### src/rtl/pg_pkg.sv
// rtl/pg_pkg.sv - shared types and constants for the power-gating controller
package pg_pkg;

    typedef enum logic [2:0] {
        ON,
        ISO,
        OFF,
        WAKE,
        DEISO
    } pg_state_t;

    localparam int DOM_SHIFT = 0;
    localparam int DOM_MEM   = 1;

    localparam int IDLE_W = 8;
    localparam int WAKE_W = 4;
    localparam int STAT_W = 16;

endpackage

### src/rtl/pg_ctrl_if.sv
// rtl/pg_ctrl_if.sv - request/status bundle between the pipeline and pg_ctrl
interface pg_ctrl_if
    import pg_pkg::*;
#(
    parameter int NUM_DOM = 2
);
    logic                      pg_enable;
    logic [NUM_DOM-1:0]        req;
    logic [NUM_DOM-1:0]        sleep;
    logic [NUM_DOM-1:0]        iso;
    logic [NUM_DOM-1:0]        dom_on;
    logic                      stall;
    logic [NUM_DOM*STAT_W-1:0] off_cycles;

    modport master (
        output pg_enable, req,
        input  sleep, iso, dom_on, stall, off_cycles
    );

    modport slave (
        input  pg_enable, req,
        output sleep, iso, dom_on, stall, off_cycles
    );
endinterface

### src/rtl/pg_domain_fsm.sv
// rtl/pg_domain_fsm.sv - per-domain sleep/isolation sequencer; PG_STATS_EN adds an OFF-cycle counter
module pg_domain_fsm
    import pg_pkg::*;
#(
    parameter int IDLE_CYCLES = 16,
    parameter int WAKE_CYCLES = 4
) (
    input  logic              clk,
    input  logic              reset,
    input  logic              pg_enable,
    input  logic              req,
    output logic              sleep,
    output logic              iso,
    output logic              dom_on,
    output logic [STAT_W-1:0] off_cycles
);
    localparam logic [IDLE_W-1:0] IDLE_LAST = IDLE_W'(IDLE_CYCLES - 1);
    localparam logic [WAKE_W-1:0] WAKE_LOAD = WAKE_W'(WAKE_CYCLES - 1);

    pg_state_t         state_q, state_d;
    logic [IDLE_W-1:0] idle_q, idle_d;
    logic [WAKE_W-1:0] wake_q, wake_d;
    logic              sleep_q, sleep_d;
    logic              iso_q, iso_d;
    logic              on_q, on_d;
    logic              gate_ok;

    assign gate_ok = pg_enable & ~req;

    always_comb begin
        state_d = state_q;
        idle_d  = '0;
        wake_d  = wake_q;
        unique case (state_q)
            ON: begin
                if (gate_ok) begin
                    idle_d = (idle_q == IDLE_LAST) ? idle_q : idle_q + 1'b1;
                    if (idle_q == IDLE_LAST) state_d = ISO;
                end
            end
            ISO:   state_d = gate_ok ? OFF : ON;
            OFF: begin
                if (req || !pg_enable) begin
                    state_d = WAKE;
                    wake_d  = WAKE_LOAD;
                end
            end
            // Rail settling time is fixed; a request cannot shorten it.
            WAKE: begin
                if (wake_q == '0) state_d = DEISO;
                else              wake_d  = wake_q - 1'b1;
            end
            DEISO:   state_d = ON;
            default: state_d = ON;
        endcase
        sleep_d = (state_d == OFF);
        iso_d   = (state_d == ISO) || (state_d == OFF) || (state_d == WAKE);
        on_d    = (state_d == ON);
    end

    always_ff @(posedge clk) begin
        if (reset) begin
            state_q <= ON;
            idle_q  <= '0;
            wake_q  <= '0;
            sleep_q <= 1'b0;
            iso_q   <= 1'b0;
            on_q    <= 1'b1;
        end else begin
            state_q <= state_d;
            idle_q  <= idle_d;
            wake_q  <= wake_d;
            sleep_q <= sleep_d;
            iso_q   <= iso_d;
            on_q    <= on_d;
        end
    end

    assign sleep  = sleep_q;
    assign iso    = iso_q;
    assign dom_on = on_q;

`ifdef PG_STATS_EN
    logic [STAT_W-1:0] stat_q, stat_d;

    always_comb begin
        stat_d = stat_q;
        if (state_q == OFF && stat_q != '1) stat_d = stat_q + 1'b1;
    end

    always_ff @(posedge clk) begin
        if (reset) stat_q <= '0;
        else       stat_q <= stat_d;
    end

    assign off_cycles = stat_q;
`else
    assign off_cycles = '0;
`endif

endmodule

### src/rtl/pg_ctrl.sv
// rtl/pg_ctrl.sv - power-gating controller top: one sequencer per domain plus stall reduction
module pg_ctrl
    import pg_pkg::*;
#(
    parameter int IDLE_CYCLES = 16,
    parameter int WAKE_CYCLES = 4,
    parameter int NUM_DOM     = 2
) (
    input  logic      clk,
    input  logic      reset,
    pg_ctrl_if.slave  bus
);
    logic [NUM_DOM-1:0]        sleep_vec;
    logic [NUM_DOM-1:0]        iso_vec;
    logic [NUM_DOM-1:0]        on_vec;
    logic [NUM_DOM*STAT_W-1:0] stat_vec;

    for (genvar i = 0; i < NUM_DOM; i++) begin : g_dom
        pg_domain_fsm #(
            .IDLE_CYCLES (IDLE_CYCLES),
            .WAKE_CYCLES (WAKE_CYCLES)
        ) u_fsm (
            .clk        (clk),
            .reset      (reset),
            .pg_enable  (bus.pg_enable),
            .req        (bus.req[i]),
            .sleep      (sleep_vec[i]),
            .iso        (iso_vec[i]),
            .dom_on     (on_vec[i]),
            .off_cycles (stat_vec[i*STAT_W +: STAT_W])
        );
    end

    assign bus.sleep      = sleep_vec;
    assign bus.iso        = iso_vec;
    assign bus.dom_on     = on_vec;
    assign bus.off_cycles = stat_vec;
    // Combinational so a request to an ON domain never stalls.
    assign bus.stall      = |(bus.req & ~on_vec);

endmodule

### src/flat_wrapper.sv
// flat-port wrapper written by rule: the top's interface ports become plain ports
module pg_ctrl_flat import pg_pkg::*;
#(
    parameter int IDLE_CYCLES = 16,
    parameter int WAKE_CYCLES = 4,
    parameter int NUM_DOM     = 2
)
  (clk, reset, bus_pg_enable, bus_req, bus_sleep, bus_iso, bus_dom_on, bus_stall, bus_off_cycles);
  pg_ctrl_if #(.NUM_DOM(NUM_DOM)) bus_i ();
  input  logic clk;
  input  logic reset;
  input wire logic [$bits(bus_i.pg_enable)-1:0] bus_pg_enable;
  input wire logic [$bits(bus_i.req)-1:0] bus_req;
  output wire logic [$bits(bus_i.sleep)-1:0] bus_sleep;
  output wire logic [$bits(bus_i.iso)-1:0] bus_iso;
  output wire logic [$bits(bus_i.dom_on)-1:0] bus_dom_on;
  output wire logic [$bits(bus_i.stall)-1:0] bus_stall;
  output wire logic [$bits(bus_i.off_cycles)-1:0] bus_off_cycles;
  assign bus_i.pg_enable = bus_pg_enable;
  assign bus_i.req = bus_req;
  assign bus_sleep = bus_i.sleep;
  assign bus_iso = bus_i.iso;
  assign bus_dom_on = bus_i.dom_on;
  assign bus_stall = bus_i.stall;
  assign bus_off_cycles = bus_i.off_cycles;
  pg_ctrl #(.IDLE_CYCLES(IDLE_CYCLES), .WAKE_CYCLES(WAKE_CYCLES), .NUM_DOM(NUM_DOM)) u_core (.clk(clk), .reset(reset), .bus(bus_i));
endmodule
### config.mk
export PLATFORM = sky130hd
export DESIGN_NAME = pg_ctrl_flat
export DESIGN_NICKNAME = d
export VERILOG_FILES = /design/src/rtl/pg_pkg.sv /design/src/rtl/pg_ctrl_if.sv /design/src/rtl/pg_domain_fsm.sv /design/src/rtl/pg_ctrl.sv /design/src/flat_wrapper.sv
export SDC_FILE = /design/constraint.sdc
export NUM_CORES = 1
export LEC_CHECK = 0
export CORE_MARGIN = 2
export CORE_UTILIZATION = 40
export DETAILED_ROUTE_END_ITERATION = 6
export PLACE_DENSITY = 0.69
export SLEW_MARGIN = 20
export SYNTH_ARGS = -nofsm -noshare
export SYNTH_HDL_FRONTEND = slang
export SYNTH_HIERARCHICAL = 1
export SYNTH_SLANG_ARGS = --single-unit
### constraint.sdc
create_clock -name clk -period 1.7 [get_ports clk]
set_clock_uncertainty 0.1 [all_clocks]
set_input_delay 0.255 -clock clk [delete_from_list [all_inputs] [get_ports clk]]
set_output_delay 0.255 -clock clk [all_outputs]
set_load 0.01 [all_outputs]
==> reports/metrics.csv, run 1 <==
metric,value,unit
p_sw_share,20.51,%
power_frac_comb,4.9,%
design_area,0.002318,sq mm
place_hpwl,2350,um
clkSinkCount,36,
wl,3219,um
io-pin-count,44,
num_rows,24,
critPathLaunchType,flop,
grt_pass1_vias,1262,
max_freq,614.7,MHz
critPathMaxFanout,2,
seq_area,720.7,sq um
fillers,408,
cts_buffers,5,
grt_max_degree,12,
finish.net_count,256,
fin_crit,1627,ps
ys_types,34,
worstSetupPathType,reg2reg,
cts_htree_levels,2,
utilization,52.88,%
final_cells,300,
report.final.slew_viol_count,0,
synth_edf_count,0,
clkPwrFrac,46.6,%
syn_area,0.001844,sq mm
ys_seq_elements,36,
diodes,0,
seq_area_frac_synth,39.08,%
final_hold_viol_count,0,
antenna_found_initial,0,
clk_latency,290,ps
start_util,42.07,%
first_pass_iters,4,
drc_errors,0,
post_cts_buffers,0,
hold_path_class,in2reg,
coreArea,0.004384,sq mm
area_delta_synth_final,25.71,%
critPathRequiredTime,1790,ps
vias_per_cell,4.667,
powerDensity,753.3,mW/mm^2
dieWidth,71.90,um
setup_violations,0,
drive_above_1_share,23.39,%
max_cap_viol_count,0,
vias,1400,
grt_overflow,0,
max-clock-path-buffers,2,
synth_cells,205,
cellLeakagePower,1.048,nW
dp_cells,292,
post-route-period-util,95.69,%
yosysWarnings,6,
drtIter0Drc,49,
die-area,0.005170,sq mm
ir_drop,0.6414,mV
power.internal,1.388,mW
io_buffers,11,
cts_root_buf,clkbuf_8,
die_h,71.90,um
total_power,1.747,mW
synthArstFlopShare,0,%
finalWeightedCongestion,0.7653,
grt_pass1_wl,5388,um
multi_input_area,0.001031,sq mm
dpl_cell_area,0.002079,sq mm
power_frac_seq,48.6,%
grtUsageTotal,13.41,%
detail-route-antenna-nets,0,
outcome,completed,
cp-end-kind,flop,
switching_power,358.2,uW
wl_per_cell,10.73,um
avgSynthCellArea,8.996,sq um
cts_tree,done,
ys.flop_type,dfxtp_1,
cts.clk_slew.worst_paths,70,ps
cp.arrival,1710,ps
==> path summary, 6_finish.rpt <==
kind | from | end | slack (ps) | cells past startpoint
max | u_core/g_dom[0].u_fsm/state_q[1]$_SDFF_PP0_ | u_core/g_dom[0].u_fsm/dom_on$_SDFF_PP1_ | 70 | 4
max reg2reg | u_core/g_dom[0].u_fsm/state_q[1]$_SDFF_PP0_ | u_core/g_dom[0].u_fsm/dom_on$_SDFF_PP1_ | 70 | 4
min reg2reg | u_core/g_dom[1].u_fsm/wake_q[1]$_SDFFE_PP0P_ | u_core/g_dom[1].u_fsm/wake_q[1]$_SDFFE_PP0P_ | 410 | 2
min | bus_req[1] | u_core/g_dom[1].u_fsm/idle_q[6]$_SDFFE_PP0N_ | 390 | 4
==> cell usage after synthesis (4+ instances only) <==
cell | number | area (sq um)
buf_4 | 32 | 240.2
a21oi_1 | 10 | 50.05
nand4_1 | 6 | 37.54
nor2_1 | 16 | 60.06
or3_1 | 4 | 25.02
dfxtp_1 | 36 | 720.7
nand2_1 | 14 | 52.55
nand2b_1 | 6 | 37.54
mux2i_1 | 6 | 60.06
nor3b_2 | 4 | 50.05
ha_1 | 4 | 50.05
xnor2_1 | 4 | 35.03
nor3_1 | 4 | 20.02
nor3b_1 | 4 | 30.03
inv_1 | 14 | 52.55
xor2_1 | 4 | 35.03
a211oi_1 | 4 | 30.03
==> power by group through the flow <==
stage          Combinational [mW]  Clock (mW)  Sequential [mW]
3_3_place_gp               0.0795           0            0.867
4_1_cts                    0.0827       0.831            0.848
3_5_place_dp               0.0804           0            0.868
6_report                   0.0851       0.813            0.848
2_1_floorplan               0.115           0            0.867
5_1_grt                    0.0946       0.864            0.848
==> cell families after synthesis <==
logic type	synth area share [%]
and+or+nand+nor	25.10
adders and majority gates	2.714
buffers and inverters	17.10
DFF	39.08
xor gates and xnor gates	3.799
muxes	3.257
AOI/OAI and AO/OA	8.548
other	0.4072
==> layout make-up <==
class | count | area share [%]
Sequential cell | 36 | 31.08
Tap cell | 52 | 2.806
Multi-Input combinational cell | 151 | 44.47
Inverter | 14 | 2.267
Clock inverter | 1 | 1.295
Timing Repair Buffer | 39 | 13.92
Clock buffer | 7 | 4.155
==> through the flow <==
stage	TNS (ps)	hold WS, ps	worst slack [ps]
2_1_floorplan	0	227.8	85.15
3_3_place_gp	-9567	360.7	-397.9
3_5_place_dp	-9825	367.1	-426.2
4_1_cts	-18.14	394.0	-14.01
5_1_grt	-10.46	428.3	-8.493
6_report	0	389.0	73.22
==> registers in the layout, summed over array words and instances (netlist names) <==
| name | count |
|---|---|
| u_core/g_dom.u_fsm/idle_q | 16 |
| u_core/g_dom.u_fsm/wake_q | 8 |
| u_core/g_dom.u_fsm/state_q | 6 |
| u_core/g_dom.u_fsm/dom_on | 2 |
| u_core/g_dom.u_fsm/iso | 2 |
| u_core/g_dom.u_fsm/sleep | 2 |
==> per-layer routing <==
layer	wire (um)	GRT usage (%)	share of wire, %	up-vias
li1	-	-	-	722
met1	1439	16.39	45	637
met2	1539	21.60	48	37
met3	182	4.583	5.7	4
met4	57	5.660	1.8	0
met5	0	0	0	-
==> placed cells by master, fill, tap and decap left out, drive strengths merged, types with 4 or more instances in the layout <==
master / count
nor2: 16
a21oi: 10
buf: 28
clkbuf: 7
o21ai: 4
nand2b: 6
conb: 32
xor2: 4
nand4: 6
ha: 4
dfxtp: 36
nor3b: 8
mux2i: 6
clkdlybuf4s50: 7
xnor2: 4
or3: 4
nand2: 14
inv: 14
a211oi: 4
nor3: 4
==> critical path, stage by stage (launching register included) <==
cell,delay [ps]
dfxtp_1,320
or4b_4,550
nor4b_4,300
o21ai_1,100
and3_1,150
==> repair_timing <==
| item | in CTS | in global routing |
|---|---|---|
| pin swaps | 2 | 2 |
| endpoints found under the setup margin | 30 | 20 |
| gates cloned | 0 | 0 |
| hold buffers | 0 | 0 |
| gates resized for setup | 10 | 11 |
| endpoints found under the hold margin | 0 | 0 |
Power figures use the tool's default switching activity.
==> run 2: changes to the inputs <==
SKIP_CTS_REPAIR_TIMING = 1   (was not set)
==> run 2 against run 1 <==
Combinational power about the same. Global-route usage down 0.44 points. Critical path depth up 3. Highest routed layer unchanged.
==> reports/metrics.csv, run 2 (synthesis results as in run 1) <==
metric,value,unit,change
finish.net_count,258,,+0.78%
dieWidth,71.90,um,unchanged
clkSinkCount,36,,unchanged
cp-end-kind,flop,,
grt_pass1_vias,1214,,-3.8%
hold_path_class,in2reg,,
grt_pass1_wl,5209,um,-3.3%
dp_cells,292,,unchanged
grtUsageTotal,12.97,%,-0.44 points
post-route-period-util,96.71,%,+1.0 points
place_hpwl,2350,um,unchanged
drc_errors,0,,unchanged
report.final.slew_viol_count,0,,unchanged
die_h,71.90,um,unchanged
start_util,42.07,%,unchanged
drive_above_1_share,24.00,%,+0.61 points
clk_latency,290,ps,about the same
fillers,418,,+2.5%
worstReg2RegEnd,u_core/g_dom[1].u_fsm/state_q[1]$_SDFF_PP0_,,
max-clock-path-buffers,2,,unchanged
critPathRequiredTime,1790,ps,about the same
grt_overflow,0,,unchanged
cts_buffers,5,,unchanged
total_power,1.747,mW,about the same
critPathLaunchType,flop,,
reg2regPathDepth,7,,+3
io_buffers,11,,unchanged
largest-register,u_core/g_dom.u_fsm/idle_q,,
final_hold_viol_count,0,,unchanged
final_cell_mix,"dfxtp_1, conb_1, buf_4",,
critPathMaxFanout,4,,+2
die-area,0.005170,sq mm,unchanged
final_cells,302,,+0.67%
vias_per_cell,4.636,,-0.66%
cellLeakagePower,1.073,nW,+2.4%
io-pin-count,44,,unchanged
reg_top3,"u_core/g_dom.u_fsm/idle_q (16), u_core/g_dom.u_fsm/wake_q (8), u_core/g_dom.u_fsm/state_q (6)",,
fin_crit,1644,ps,+17.29 ps
whs,389.7,ps,+0.6240 ps
crit_start,u_core/g_dom[1].u_fsm/wake_q[0]$_SDFFE_PP0P_,,
finalWeightedCongestion,0.7653,,unchanged
crit_top_cell,inv_1,,
wl,3262,um,+1.3%
area_delta_synth_final,25.92,%,
slowest_stage,dfxtp_1,,
antenna_found_initial,0,,unchanged
reg2reg_slack,60,ps,-20 ps
utilization,52.97,%,+0.086 points
worstSetupPathType,reg2reg,,
outcome,completed,,
powerDensity,752.4,mW/mm^2,-0.12%
worstPathCellList,inv_1 > ha_1 > nor3b_2 > nor2_1 > o31ai_4 > buf_4 > inv_1,,
diodes,0,,unchanged
detail-route-antenna-nets,0,,unchanged
final_common_cell,dfxtp_1,,
grt_max_degree,12,,unchanged
largest_register_ffs,16,,unchanged
drtIter0Drc,57,,+16%
cts_htree_levels,2,,unchanged
first_pass_iters,4,,unchanged
vias,1400,,unchanged
cts.clk_slew.worst_paths,70,ps,about the same
critical_path.max_stage_delay,310,ps,-240 ps
hold_path.startpoint,bus_req[1],,
multi_input_area,0.001012,sq mm,-1.8%
wl_per_cell,10.80,um,+0.66%
cts_root_buf,clkbuf_8,,
seq_area,720.7,sq um,unchanged
cp.arrival,1740,ps,+30 ps
max_cap_viol_count,0,,unchanged
coreArea,0.004384,sq mm,unchanged
ir_drop,0.6404,mV,-0.16%
r2r-start,u_core/g_dom[1].u_fsm/wake_q[0]$_SDFFE_PP0P_,,
cts_tree,done,,
max_freq,608.2,MHz,-1.1%
num_rows,24,,unchanged
crit_path_end,u_core/g_dom[1].u_fsm/state_q[1]$_SDFF_PP0_,,
setup_violations,0,,unchanged
[run 2: cell count changes in the layout (fill, tap and decap cells not counted)]
cell	delta
dlymetal6s2s_1	+2
buf_4	+2
o2bb2ai_4	-1
o2bb2ai_2	+1
nor3b_2	+1
nor3b_4	-1
dlygate4sd2_1	-2
[run 2: worst min path at each step]
stage	to	slack, ps	depth (start not counted)
3_3_place_gp	u_core/g_dom[0].u_fsm/wake_q[3]$_SDFFE_PP0P_	360	2
5_1_grt	u_core/g_dom[1].u_fsm/wake_q[2]$_SDFFE_PP0P_	420	2
3_5_place_dp	u_core/g_dom[0].u_fsm/wake_q[3]$_SDFFE_PP0P_	370	2
6_report	u_core/g_dom[1].u_fsm/idle_q[6]$_SDFFE_PP0N_	390	4
4_1_cts	u_core/g_dom[0].u_fsm/wake_q[3]$_SDFFE_PP0P_	380	2
2_1_floorplan	u_core/g_dom[0].u_fsm/wake_q[0]$_SDFFE_PP0P_	230	1
[run 2: cell type report]
| class | instances | share of cell area (%) |
|---|---|---|
| Inverter | 14 | 2.263 |
| Tap cell | 52 | 2.802 |
| Timing Repair Buffer | 41 | 14.87 |
| Multi-Input combinational cell | 151 | 43.59 |
| Clock buffer | 7 | 4.149 |
| Sequential cell | 36 | 31.03 |
| Clock inverter | 1 | 1.293 |
[run 2: per-layer routing]
layer / global-route usage, % / wire length [um] / vias to the layer above
met5: 0 / 0 / -
met4: 5.660 / 57 / 0
met3: 4.583 / 203 / 4
met2: 20.06 / 1555 / 41
met1: 16.39 / 1446 / 631
li1: - / - / 724
[run 2: power by group]
group | switching (mW) | internal, mW
combinational | 0.0592 | 0.0259
sequential | 0.00292 | 0.845
clock | 0.296 | 0.517
[run 2: stage by stage]
step	TNS (ps)	worst slack [ps]	instance area [sq um]
final	0	55.93	2322
after global routing	-133.9	-48.94	2322
after CTS	-2331	-248.1	2206
after detailed placement	-9825	-426.2	2079
after global placement	-9567	-397.9	2079
after floorplan	0	85.15	1957
[run 2: worst max-delay path, delay by kind of cell, from the launching register on]
kind / cells / cell delay (ps)
compound gates: 1 / 290
buf+inv: 3 / 260
flops: 1 / 310
simple gates: 2 / 410
fa+ha+maj: 1 / 190
==> run 3: changes to the inputs <==
CORE_UTILIZATION = 49   (was 40)
PLACE_DENSITY = 0.79   (was 0.69)
clock period = 1.8 ns   (was 1.7 ns; I/O delays follow)
==> run 3 against run 2 <==
Global-route usage is 2.9 points higher. Clock power is 30% lower. Die area is 17% lower. Critical path type is now in2reg. Largest power group unchanged. Highest routed layer unchanged.
==> reports/metrics.csv, run 3 (synthesis results as in run 1) <==
metric,value,unit,change
slowest_stage,clkdlybuf4s50_1,,
grt_pass1_wl,5244,um,+0.67%
max_freq,568.6,MHz,
fillers,333,,-20%
largest_register_ffs,16,,unchanged
ir_drop,0.5286,mV,-17%
cts_buffers,5,,unchanged
cts_tree,done,,
power_frac_seq,55.2,%,+6.6 points
vias,1333,,-4.8%
drtIter0Drc,28,,-51%
critPathMaxFanout,4,,unchanged
clkPwrFrac,39.4,%,-7.2 points
die_h,65.35,um,-9.1%
final_hold_viol_count,0,,unchanged
wl_per_cell,11.23,um,+4.0%
grt_pass1_vias,1189,,-2.1%
die-area,0.004271,sq mm,-17%
hold_path_depth,1,,-3
cp.arrival,1830,ps,+90 ps
hold_path.startpoint,u_core/g_dom[0].u_fsm/wake_q[0]$_SDFFE_PP0P_,,
dieWidth,65.35,um,-9.1%
cp-end-kind,flop,,
cts_root_buf,clkbuf_8,,
outcome,completed,,
clkSinkCount,36,,unchanged
dp_cells,273,,-6.5%
finish.net_count,241,,-6.6%
tns,0,ps,unchanged
reg2regPathDepth,3,,-4
switching_power,317.2,uW,-12%
clk_latency,280,ps,about the same
reg_top3,"u_core/g_dom.u_fsm/idle_q (16), u_core/g_dom.u_fsm/wake_q (8), u_core/g_dom.u_fsm/state_q (6)",,
io-pin-count,44,,unchanged
critical_path.max_stage_delay,520,ps,+210 ps
max-clock-path-buffers,2,,unchanged
place_hpwl,2401,um,+2.2%
largest-register,u_core/g_dom.u_fsm/idle_q,,
cellLeakagePower,0.9385,nW,-13%
grt_max_degree,11,,-1
p_sw_share,21.85,%,+1.3 points
final_cells,281,,-7.0%
vias_per_cell,4.744,,+2.3%
diodes,0,,unchanged
hold_path_class,reg2reg,,
worstSetupPathType,in2reg,,
drc_errors,0,,unchanged
cts.clk_slew.worst_paths,60,ps,about the same
report.final.slew_viol_count,0,,unchanged
final_common_cell,dfxtp_1,,
whs,362.7,ps,-26.99 ps
detail-route-antenna-nets,0,,unchanged
fin_crit,1759,ps,
critPathRequiredTime,1870,ps,+80 ps
total_power,1.452,mW,-17%
r2r-start,u_core/g_dom[0].u_fsm/state_q[1]$_SDFF_PP0_,,
coreArea,0.003633,sq mm,-17%
finalWeightedCongestion,0.7822,,+2.2%
max_cap_viol_count,0,,unchanged
grt_overflow,0,,unchanged
setup_violations,0,,unchanged
start_util,50.76,%,+8.7 points
critPathLaunchType,input pin,,
utilization,58.06,%,+5.1 points
powerDensity,688.2,mW/mm^2,-8.5%
first_pass_iters,4,,unchanged
num_rows,22,,-8.3%
final_cell_mix,"dfxtp_1, conb_1, nor2_1",,
antenna_found_initial,0,,unchanged
cts_htree_levels,2,,unchanged
area_delta_synth_final,14.38,%,
crit_start,bus_pg_enable,,
power.internal,1.135,mW,-18%
io_buffers,11,,unchanged
post-route-period-util,97.71,%,
worstPathCellList,clkdlybuf4s50_1 > or4b_4 > nor4b_4 > o21ai_1 > and3_1,,
grtUsageTotal,15.90,%,+2.9 points
power_frac_comb,5.4,%,+0.5 points
drive_above_1_share,15.88,%,-8.1 points
wl,3156,um,-3.2%
run 3: changes by cell type in the layout (fill, tap and decap cells not counted), moves of 2 or more:
cell | previous run | this run
dlymetal6s2s_1 | 4 | 1
clkbuf_1 | 0 | 2
nand3_1 | 0 | 2
nand3_2 | 2 | 0
clkdlybuf4s50_1 | 7 | 10
buf_4 | 30 | 13
run 3: power by group through the flow:
stage               Combinational [mW]  Sequential, mW  Clock [mW]
floorplan                        0.108           0.819           0
global placement                0.0728           0.819           0
detailed placement              0.0744           0.820           0
CTS                             0.0744           0.801       0.597
global route                    0.0880           0.801       0.619
finish                          0.0788           0.802       0.571
run 3: per-stage QoR:
| stage | setup slack, ps | area, sq um |
|---|---|---|
| floorplan | 185.2 | 1957 |
| global placement | -290.7 | 1962 |
| detailed placement | -288.8 | 1962 |
| CTS | -177.4 | 2052 |
| global route | -31.64 | 2110 |
| finish | 41.23 | 2110 |
run 3: layout make-up:
class	instances	area (sq um)	share of cell area [%]
timing repair buffer	24	210.2	9.964
inverter	14	52.55	2.491
multi-input combinational	151	975.9	46.26
sequential	36	720.7	34.16
clock buffer	8	90.09	4.270
tap	48	60.06	2.847
run 3: critical path: cells and delay by family:
family	cells	cell delay [ps]
AOI/OAI and AO/OA	1	100
buffers and inverters	1	520
and+or+nand+nor	3	950
run 3: routing by layer:
layer | wire length, um | GRT usage [%]
met1 | 1382 | 19.23
met2 | 1608 | 26.91
met3 | 116 | 4.623
met4 | 49 | 5.469
met5 | 0 | 0
run 3: path summary, 6_finish.rpt:
check,to,slack (ps)
worst max-delay path,u_core/g_dom[1].u_fsm/dom_on$_SDFF_PP1_,40
worst min-delay path,u_core/g_dom[0].u_fsm/wake_q[0]$_SDFFE_PP0P_,360
worst max register to register,u_core/g_dom[0].u_fsm/idle_q[7]$_SDFFE_PP0N_,150
worst min register to register,u_core/g_dom[0].u_fsm/wake_q[0]$_SDFFE_PP0P_,360
